===== config.mk =====
export PLATFORM = sky130hd
export DESIGN_NAME = c_bus_reg_bank
export DESIGN_NICKNAME = d
export VERILOG_FILES = /design/src/rtl/c_bus_reg_bank_pkg.sv /design/src/rtl/c_bus_dest_decoder.sv /design/src/rtl/c_bus_reg_bank.sv
export SDC_FILE = /design/constraint.sdc
export NUM_CORES = 1
export LEC_CHECK = 0
export CAP_MARGIN = 20
export CELL_PAD_IN_SITES_DETAIL_PLACEMENT = 1
export CELL_PAD_IN_SITES_GLOBAL_PLACEMENT = 1
export CORE_MARGIN = 2
export CORE_UTILIZATION = 35
export DETAILED_ROUTE_END_ITERATION = 16
export PLACE_DENSITY = 0.77
export SETUP_SLACK_MARGIN = 0.05
export SLEW_MARGIN = 10
export SYNTH_ARGS = -nofsm -noshare
export SYNTH_HDL_FRONTEND = slang
export SYNTH_SLANG_ARGS = --single-unit
export TNS_END_PERCENT = 1

===== constraint.sdc =====
create_clock -name clk -period 3.8 [get_ports clk]
set_clock_uncertainty 0.1 [all_clocks]
set_input_delay 0.57 -clock clk [delete_from_list [all_inputs] [get_ports clk]]
set_output_delay 0.57 -clock clk [all_outputs]
set_load 0.05 [all_outputs]

===== src/rtl/c_bus_reg_bank_pkg.sv =====
// c_bus_reg_bank_pkg: shared B/C-bus register code space and datapath widths
package c_bus_reg_bank_pkg;

   localparam int DW_DEF  = 32;
   localparam int PCW_DEF = 6;

   typedef enum logic [4:0] {
      SEL_NONE = 5'b00000,
      SEL_MDR  = 5'b00001,
      SEL_K0   = 5'b00010,
      SEL_K1   = 5'b00011,
      SEL_K2   = 5'b00100,
      SEL_K3   = 5'b00101,
      SEL_K4   = 5'b00110,
      SEL_K5   = 5'b00111,
      SEL_K6   = 5'b01000,
      SEL_K7   = 5'b01001,
      SEL_K8   = 5'b01010,
      SEL_P1   = 5'b01011,
      SEL_P2   = 5'b01100,
      SEL_P3   = 5'b01101,
      SEL_DP   = 5'b01110,
      SEL_CV   = 5'b01111,
      SEL_I    = 5'b10000,
      SEL_MBRU = 5'b10001,
      SEL_AC   = 5'b10010,
      SEL_PC   = 5'b10011,
      SEL_MAR  = 5'b10111
   } sel_e;

   // Physical slot of each writable register in the bank; PC is last and kept apart
   // because it is the only register narrower than DW.
   localparam int R_MDR = 0;
   localparam int R_K0  = 1;
   localparam int R_P1  = 10;
   localparam int R_P2  = 11;
   localparam int R_P3  = 12;
   localparam int R_DP  = 13;
   localparam int R_CV  = 14;
   localparam int R_I   = 15;
   localparam int R_MAR = 16;
   localparam int R_AC  = 17;
   localparam int R_PC  = 18;
   localparam int NREG  = 19;

endpackage


===== src/rtl/c_bus_dest_decoder.sv =====
// c_bus_dest_decoder: C-bus destination code to one-hot write enables plus illegal flag
module c_bus_dest_decoder
   import c_bus_reg_bank_pkg::*;
(
   input  logic [4:0]      sel,
   input  logic            wr,
   output logic [NREG-1:0] we,
   output logic            illegal
);

   logic [NREG-1:0] dec;
   logic            legal;

   // Map each writable code to its bank slot; unlisted codes (incl. read-only MBRU) decode to nothing
   always_comb begin
      dec = '0;
      case (sel)
         SEL_MDR: dec[R_MDR]    = 1'b1;
         SEL_K0:  dec[R_K0 + 0] = 1'b1;
         SEL_K1:  dec[R_K0 + 1] = 1'b1;
         SEL_K2:  dec[R_K0 + 2] = 1'b1;
         SEL_K3:  dec[R_K0 + 3] = 1'b1;
         SEL_K4:  dec[R_K0 + 4] = 1'b1;
         SEL_K5:  dec[R_K0 + 5] = 1'b1;
         SEL_K6:  dec[R_K0 + 6] = 1'b1;
         SEL_K7:  dec[R_K0 + 7] = 1'b1;
         SEL_K8:  dec[R_K0 + 8] = 1'b1;
         SEL_P1:  dec[R_P1]     = 1'b1;
         SEL_P2:  dec[R_P2]     = 1'b1;
         SEL_P3:  dec[R_P3]     = 1'b1;
         SEL_DP:  dec[R_DP]     = 1'b1;
         SEL_CV:  dec[R_CV]     = 1'b1;
         SEL_I:   dec[R_I]      = 1'b1;
         SEL_AC:  dec[R_AC]     = 1'b1;
         SEL_PC:  dec[R_PC]     = 1'b1;
         SEL_MAR: dec[R_MAR]    = 1'b1;
         default: ;
      endcase
   end

   assign legal   = |dec;
   assign we      = wr ? dec : '0;
   assign illegal = wr & ~legal;

endmodule


===== src/rtl/c_bus_reg_bank.sv =====
// c_bus_reg_bank: C-bus write-back register bank with PC/I/DP increment and MDR load
module c_bus_reg_bank
   import c_bus_reg_bank_pkg::*;
#(
   parameter int DW  = DW_DEF,
   parameter int PCW = PCW_DEF
) (
   input  logic           clk,
   input  logic           rst,
   input  logic [4:0]     C_sel,
   input  logic           C_wr,
   input  logic [DW-1:0]  C_Bus,
   input  logic           pc_inc,
   input  logic           i_inc,
   input  logic           dp_inc,
   input  logic           mem_load,
   input  logic [DW-1:0]  mem_data,
   output logic [DW-1:0]  AC,
   output logic [DW-1:0]  MAR,
   output logic [DW-1:0]  MDR,
   output logic [PCW-1:0] PC,
   output logic [DW-1:0]  K0,
   output logic [DW-1:0]  K1,
   output logic [DW-1:0]  K2,
   output logic [DW-1:0]  K3,
   output logic [DW-1:0]  K4,
   output logic [DW-1:0]  K5,
   output logic [DW-1:0]  K6,
   output logic [DW-1:0]  K7,
   output logic [DW-1:0]  K8,
   output logic [DW-1:0]  P1,
   output logic [DW-1:0]  P2,
   output logic [DW-1:0]  P3,
   output logic [DW-1:0]  DP,
   output logic [DW-1:0]  CV,
   output logic [DW-1:0]  I,
   output logic           sel_err
);

   logic [NREG-1:0] we;
   logic            illegal;
   logic [DW-1:0]   r [R_PC];
   logic [PCW-1:0]  pc;

   c_bus_dest_decoder u_dec (
      .sel     (C_sel),
      .wr      (C_wr),
      .we      (we),
      .illegal (illegal)
   );

   // Bank update: C-bus writes first, then later assignments override (mem_load over MDR write,
   // increments only where no write hit); reset clears everything regardless of strobes
   always_ff @(posedge clk) begin
      if (rst) begin
         for (int k = 0; k < R_PC; k++) r[k] <= '0;
         pc      <= '0;
         sel_err <= 1'b0;
      end else begin
         for (int k = 0; k < R_PC; k++) if (we[k]) r[k] <= C_Bus;
         if (mem_load) r[R_MDR] <= mem_data;
         if (i_inc && !we[R_I]) r[R_I] <= r[R_I] + DW'(1);
         if (dp_inc && !we[R_DP]) r[R_DP] <= r[R_DP] + DW'(1);
         pc      <= we[R_PC] ? C_Bus[PCW-1:0] : pc_inc ? pc + PCW'(1) : pc;
         sel_err <= sel_err | illegal;
      end
   end

   assign MDR = r[R_MDR];
   assign K0  = r[R_K0 + 0];
   assign K1  = r[R_K0 + 1];
   assign K2  = r[R_K0 + 2];
   assign K3  = r[R_K0 + 3];
   assign K4  = r[R_K0 + 4];
   assign K5  = r[R_K0 + 5];
   assign K6  = r[R_K0 + 6];
   assign K7  = r[R_K0 + 7];
   assign K8  = r[R_K0 + 8];
   assign P1  = r[R_P1];
   assign P2  = r[R_P2];
   assign P3  = r[R_P3];
   assign DP  = r[R_DP];
   assign CV  = r[R_CV];
   assign I   = r[R_I];
   assign MAR = r[R_MAR];
   assign AC  = r[R_AC];
   assign PC  = pc;

endmodule


==> results of run 1 <==
[per-stage QoR]
stage	setup slack, ns	instance area, um^2
floorplan	-0.2956	23730
global placement	0.5785	31650
detailed placement	0.2370	31650
CTS	0.8693	33700
global route	0.6016	33700
finish	0.7998	33710
[sequential cells by signal, indices dropped and copies added, names as in the netlist]
signal / count
PC: 6
sel_err: 1
r: 576
[final timing paths]
check / to / from / cells after the start
worst max-delay path: r[15][31]$_SDFFCE_PN0P_ / C_sel[0] / 7
worst min-delay path: sel_err$_SDFF_PP0_ / sel_err$_SDFF_PP0_ / 2
worst max register to register: r[15][30]$_SDFFCE_PN0P_ / r[15][8]$_SDFFCE_PN0P_ / 5
worst min register to register: sel_err$_SDFF_PP0_ / sel_err$_SDFF_PP0_ / 2
[cells by family (layout without fill, tap and decap cells)]
logic type	after synthesis	count (layout)	share of synthesized area [%]
AO/OA/AOI/OAI	127	127	3.566
buffers and inverters	129	852	2.126
flip-flops	583	583	73.51
AND/OR/NAND/NOR	736	736	18.18
XOR/XNOR	61	61	2.252
other	0	3	0
multiplexers	5	5	0.2110
adder cells (fa/ha/maj)	3	3	0.1583
[cells in the mapped netlist, types with 2 or more instances]
master	instances
mux2i_1	5
o31ai_1	5
nand3_2	3
nand2b_1	4
xnor2_1	27
or3_1	6
nand4_1	22
inv_1	5
nor3_2	2
edfxtp_1	576
nand3_1	23
nor2_1	54
clkbuf_2	6
and2_1	483
a21oi_1	14
nand4_2	2
o21ai_1	3
a22o_1	33
nor2b_1	6
nand2_1	78
a211o_1	2
or2_2	4
buf_1	3
buf_2	10
nand4b_1	2
a311oi_1	2
and4_1	5
dfxtp_1	7
nor3_1	16
a211oi_1	23
xor2_1	34
or4_1	2
ha_1	3
and3_1	10
o21ai_0	44
clkbuf_1	105
nor4_1	7
[power by group through the flow]
stage / sequential [uW] / combinational, uW / clock (uW)
global route: 7680 / 2980 / 6560
finish: 7650 / 2920 / 6250
global placement: 7750 / 2900 / 0
floorplan: 9120 / 281 / 0
detailed placement: 7780 / 2930 / 0
CTS: 7650 / 2940 / 6340
[cell type report]
cell class              instances  area, um^2
clock inverters                23       247.7
flip-flops and latches        583       17440
multi-input cells             932        5963
repair buffers                728        7137
fillers                      6702       33450
inverters                       5       18.77
clock buffers                  96        1807
well taps                     873        1092
diodes                          3       7.507
[tightest hold or removal path, stage by stage, from the launching register on]
cell	delay, ns
dfxtp_1	0.32
a21oi_1	0.04
nor2_1	0.07
[routing by layer]
metal / global-route usage, % / wire (um)
met1: 31.82 / 35970
met2: 48.58 / 49880
met4: 13.19 / 4785
met5: 0 / 10
met3: 5.100 / 6787
==> results.py, run 1 <==
metrics = {
    "critical_path": {
        "cp_slowest_cell": "nor2_1",
        "crit_fanout": 16,
        "cp_cell_sequence": "clkdlybuf4s50_1, nand2b_1, nor3_1, buf_4, nor2_1, nand2_1, o21ai_0",
        "worstSetupPathType": "in2reg",
        "r2r_slack_ns": 0.99,
        "required_ns": 4.11,
        "timing.critical_path.buf_inv": 2,
        "endpoint_kind": "flop",
        "cp-start-kind": "input port",
        "max_stage_delay_ns": 0.60,
        "crit_family": "simple AND/OR/NAND/NOR gates",
        "arrival_ns": 3.31,
    },
    "timing": {
        "fin_crit_ns": 3.000,
        "max-slew-margin-rel_pct": 28.08,
        "hold_violations": 0,
        "worst_slew_pin_slew_ns": 1.075,
        "timing.hold.ws_ns": 0.3692,
        "setup_viol": 0,
        "rsz0062_at_grt": "no",
        "fmax_mhz": 333.3,
        "final-max-slew-violation-count": 0,
        "finalSetupTns_ns": 0,
        "period_share_pct": 78.95,
    },
    "power": {
        "cell_internal_pwr_uw": 11850,
        "seqPwrFrac_pct": 45.5,
        "combPwrFrac_pct": 17.4,
        "p_clk_share_pct": 37.1,
        "leakage_uw": 0.01183,
        "cellPowerDensity_mw_per_mm2": 498.8,
        "power_uw": 16810,
        "switchingPower_uw": 4966,
        "netSwitchingFraction_pct": 29.54,
        "ir_worst_vdd_mv": 0.2703,
    },
    "yosys": {
        "ys_types": 45,
        "ys_seq_area_share_pct": 73.51,
        "synthesis.area_mm2": 0.02372,
        "synthFlopType": "edfxtp_1",
        "syn_inst": 1644,
        "ys_warn_count": 0,
        "synth.largest_area_cell": "edfxtp_1",
        "postSynth.asyncResetShare_pct": 0,
        "synth_nets": 1723,
        "ys_top_cells_by_area": "edfxtp_1 (73%), and2_1 (13%), clkbuf_1 (1.7%), xor2_1 (1.3%), nand2_1 (1.2%)",
        "synth-seq-cells": 583,
        "syn-mean-instance-area_um2": 14.43,
        "netlist.area_leader.share_pct": 72.92,
        "synth-edff-count": 576,
    },
    "detailed_routing": {
        "ant_nets": 0,
        "post_drt_wl_per_cell_um": 30.05,
        "wirelength_um": 97440,
        "firstDrtPassIters": 7,
        "drc": 0,
        "vias": 16920,
        "viasPerCell": 5.217,
        "first_iter_violations": 1522,
    },
    "global_routing": {
        "grt_max_degree": 33,
        "grt.total_usage_pct": 27.35,
        "grt_pass1_vias": 17630,
        "grt_first_pass_wirelength_um": 135700,
        "grt_antenna_before_repair": 16,
        "grt-ovfl-total": 0,
    },
    "place": {
        "port_buffers": 658,
        "dp_cells": 3121,
        "hpwl_um": 65330,
        "routabilityCongestion": 0.8442,
    },
    "clock_network": {
        "clockBufferDepth": 3,
        "numCtsBuffers": 67,
        "post-cts-setup-buffer-count": 0,
        "worstSkewPairLatency_ns": 0.58,
        "clk_pin_slew_ns": 0.06,
        "cts_hold_buf": 0,
        "cts_resized": 0,
        "cts_tree": "built",
        "cts.sinks": 583,
        "cts_root_buf": "clkbuf_16",
        "htreeDepth": 3,
    },
    "die": {
        "rows": 95,
        "ios": 659,
        "die_w_um": 264.3,
        "core_area_mm2": 0.06716,
        "die_y_um": 264.3,
        "die_area_mm2": 0.06987,
        "start_util_pct": 35.32,
    },
    "final_layout": {
        "fin_nets": 2396,
        "final_cell_mix": "clkdlybuf4s50_1 (653), edfxtp_1 (576), and2_1 (483)",
        "drive_above_1_share_pct": 8.492,
        "fin_util_pct": 50.19,
        "finalNonFillerCells": 3243,
        "synthToLayoutAreaGrowth_pct": 42.11,
        "final_common_cell": "clkdlybuf4s50_1",
    },
    "status": {
        "status": "finished clean",
    },
    "worst_hold_path": {
        "hold_class": "reg2reg",
    },
    "run": {
        "cap_violations": 0,
    },
}
No activity file was read; power rests on OpenSTA's default activity.
==> run 2: changes to the inputs <==
- CORE_AREA: unset -> 2 2 258 260
- CORE_MARGIN: 2 -> unset
- CORE_UTILIZATION: 35 -> unset
- DIE_AREA: unset -> 0 0 260 262
- clock period: 3.8 -> 2.9 ns (I/O delays scaled with it)
==> run 2 against run 1 <==
Combinational power grew 33%. Count of clock-buffer cells in the layout fell by 21. Largest cell class unchanged. Critical endpoint is now I[2]. Highest routed layer is now met4. Clock power increased by 38%. Critical path depth shrank 6.
==> results.py, run 2 (synthesis gave the netlist of run 1 again) <==
metrics = {
    "place": {
        "hpwl_um": 66100,
        "routabilityCongestion": 0.8283,
        "port_buffers": 658,
        "placed_cell_area_mm2": 0.03215,
        "post-place-ws_ns": 0.1171,
    },
    "timing": {
        "final-max-slew-violation-count": 0,
        "worst_slew_pin_slew_ns": 0.9374,
        "period_share_pct": 87.18,
        "max-slew-margin-rel_pct": 37.31,
        "hold_violations": 0,
        "fin_ws_ns": 0.3718,
        "rsz0062_at_grt": "no",
        "fin_crit_ns": 2.528,
        "setup_viol": 0,
        "fmax_mhz": 395.5,
    },
    "clock_network": {
        "post-cts-setup-buffer-count": 0,
        "clockBufferDepth": 3,
        "cts_hold_buf": 0,
        "worstSkewPairLatency_ns": 0.60,
        "cts_root_buf": "clkbuf_16",
        "numCtsBuffers": 66,
        "htreeDepth": 3,
        "clk_pin_slew_ns": 0.06,
        "cts_resized": 0,
        "cts.sinks": 583,
        "cts_tree": "built",
    },
    "final_layout": {
        "fin_util_pct": 52.68,
        "synthToLayoutAreaGrowth_pct": 44.97,
        "final_area_mm2": 0.03439,
        "final_cell_mix": "clkdlybuf4s50_1 (658), edfxtp_1 (576), and2_1 (483)",
        "top_register": "r",
        "fin_nets": 2417,
        "largest_reg_flops": 576,
        "multi_input_area_mm2": 0.005963,
        "regArea_mm2": 0.01744,
        "nFillCells": 6404,
        "drive_above_1_share_pct": 9.703,
        "final_common_cell": "clkdlybuf4s50_1",
    },
    "detailed_routing": {
        "wirelength_um": 97900,
        "met1Wirelength_um": 34380,
        "vias": 17090,
        "top_layer_used": "met4",
        "dr_wl_met3_um": 7886,
        "drc": 0,
        "firstDrtPassIters": 6,
        "ant_nets": 0,
        "viasPerCell": 5.235,
        "wl_met2_um": 50940,
        "post_drt_wl_per_cell_um": 29.99,
        "first_iter_violations": 1492,
    },
    "power": {
        "seqPwrFrac_pct": 44.5,
        "netSwitchingFraction_pct": 29.60,
        "ir_worst_vdd_mv": 0.4101,
        "cellPowerDensity_mw_per_mm2": 655.6,
        "cell_internal_pwr_uw": 15870,
        "combPwrFrac_pct": 17.2,
        "leakage_uw": 0.01213,
        "switchingPower_uw": 6673,
        "p_clk_share_pct": 38.3,
    },
    "global_routing": {
        "grt.total_usage_pct": 27.95,
        "grt_first_pass_wirelength_um": 133600,
        "grt_pass1_vias": 17750,
        "grt-ovfl-total": 0,
        "grt_max_degree": 33,
        "grt_antenna_before_repair": 20,
    },
    "die": {
        "rows": 94,
        "die_w_um": 260,
        "core_area_mm2": 0.06528,
        "die_area_mm2": 0.06812,
        "start_util_pct": 36.34,
        "die_y_um": 262,
        "ios": 659,
    },
    "status": {
        "status": "finished clean",
    },
    "critical_path": {
        "crit_fanout": 7,
        "cp_cell_sequence": "clkdlybuf4s50_1",
        "endpoint_kind": "primary output",
        "worstSetupPathType": "reg2out",
        "cp-start-kind": "flop",
        "cp_slowest_cell": "clkdlybuf4s50_1",
        "required_ns": 2.37,
        "arrival_ns": 1.99,
        "crit_family": "buffers and inverters",
        "timing.critical_path.buf_inv": 1,
        "reg2regPathDepth": 5,
        "worstSetupPathDepth": 1,
        "max_stage_delay_ns": 0.89,
    },
    "run": {
        "cap_violations": 0,
    },
    "worst_hold_path": {
        "hold_class": "reg2reg",
        "min_path_cells": 2,
    },
}
-- run 2: cell types whose count changed in the layout (fill, tap and decap cells not counted), moves of 5 or more --
cell | before | now
clkinv_1 | 9 | 17
clkdlybuf4s50_1 | 653 | 658
buf_2 | 5 | 0
clkbuf_1 | 28 | 8
diode_2 | 3 | 10
buf_12 | 4 | 30
clkinv_2 | 3 | 11
-- run 2: worst paths after layout --
check,startpoint,endpoint,slack [ns]
worst max-delay path,r[15][2]$_SDFFCE_PN0P_,I[2],0.37
worst min-delay path,sel_err$_SDFF_PP0_,sel_err$_SDFF_PP0_,0.39
worst max register to register,r[15][3]$_SDFFCE_PN0P_,r[15][29]$_SDFFCE_PN0P_,0.57
worst min register to register,sel_err$_SDFF_PP0_,sel_err$_SDFF_PP0_,0.39
-- run 2: power groups by stage --
stage | clock network [uW] | registers (uW) | logic [uW]
2_1_floorplan | 0 | 11900 | 370
3_3_place_gp | 0 | 10200 | 3850
3_5_place_dp | 0 | 10200 | 3900
4_1_cts | 8740 | 10000 | 3910
5_1_grt | 9010 | 10100 | 3970
6_report | 8640 | 10000 | 3880
-- run 2: per-layer routing --
layer | vias up | GRT usage [%]
li1 | 7230 | -
met1 | 8705 | 32.02
met2 | 956 | 49.55
met3 | 200 | 5.710
met4 | 0 | 14.29
met5 | - | 0
-- run 2: metrics by stage --
step	TNS [ns]	total power, uW	hold slack, ns	instances
detailed placement	0	14080	0.3767	3134
CTS	0	22680	0.3695	3255
finish	0	22550	0.3890	3265
global route	0	23050	0.3930	3261
global placement	0	14010	0.3649	3134
floorplan	-12.25	12310	0.4757	1644
-- run 2: final cells by class --
type / count / share of cell area [%]
flip-flops and latches: 583 / 50.71
repair buffers: 750 / 22.25
multi-input cells: 932 / 17.34
clock buffers: 75 / 4.963
well taps: 864 / 3.144
clock inverters: 46 / 1.466
diodes: 10 / 0.07277
inverters: 5 / 0.05458
==> run 3: changes to the inputs <==
- SKIP_LAST_GASP: unset -> 1
==> results of run 3 <==
The final DEF is identical to that of run 2; final timing and power are the same.
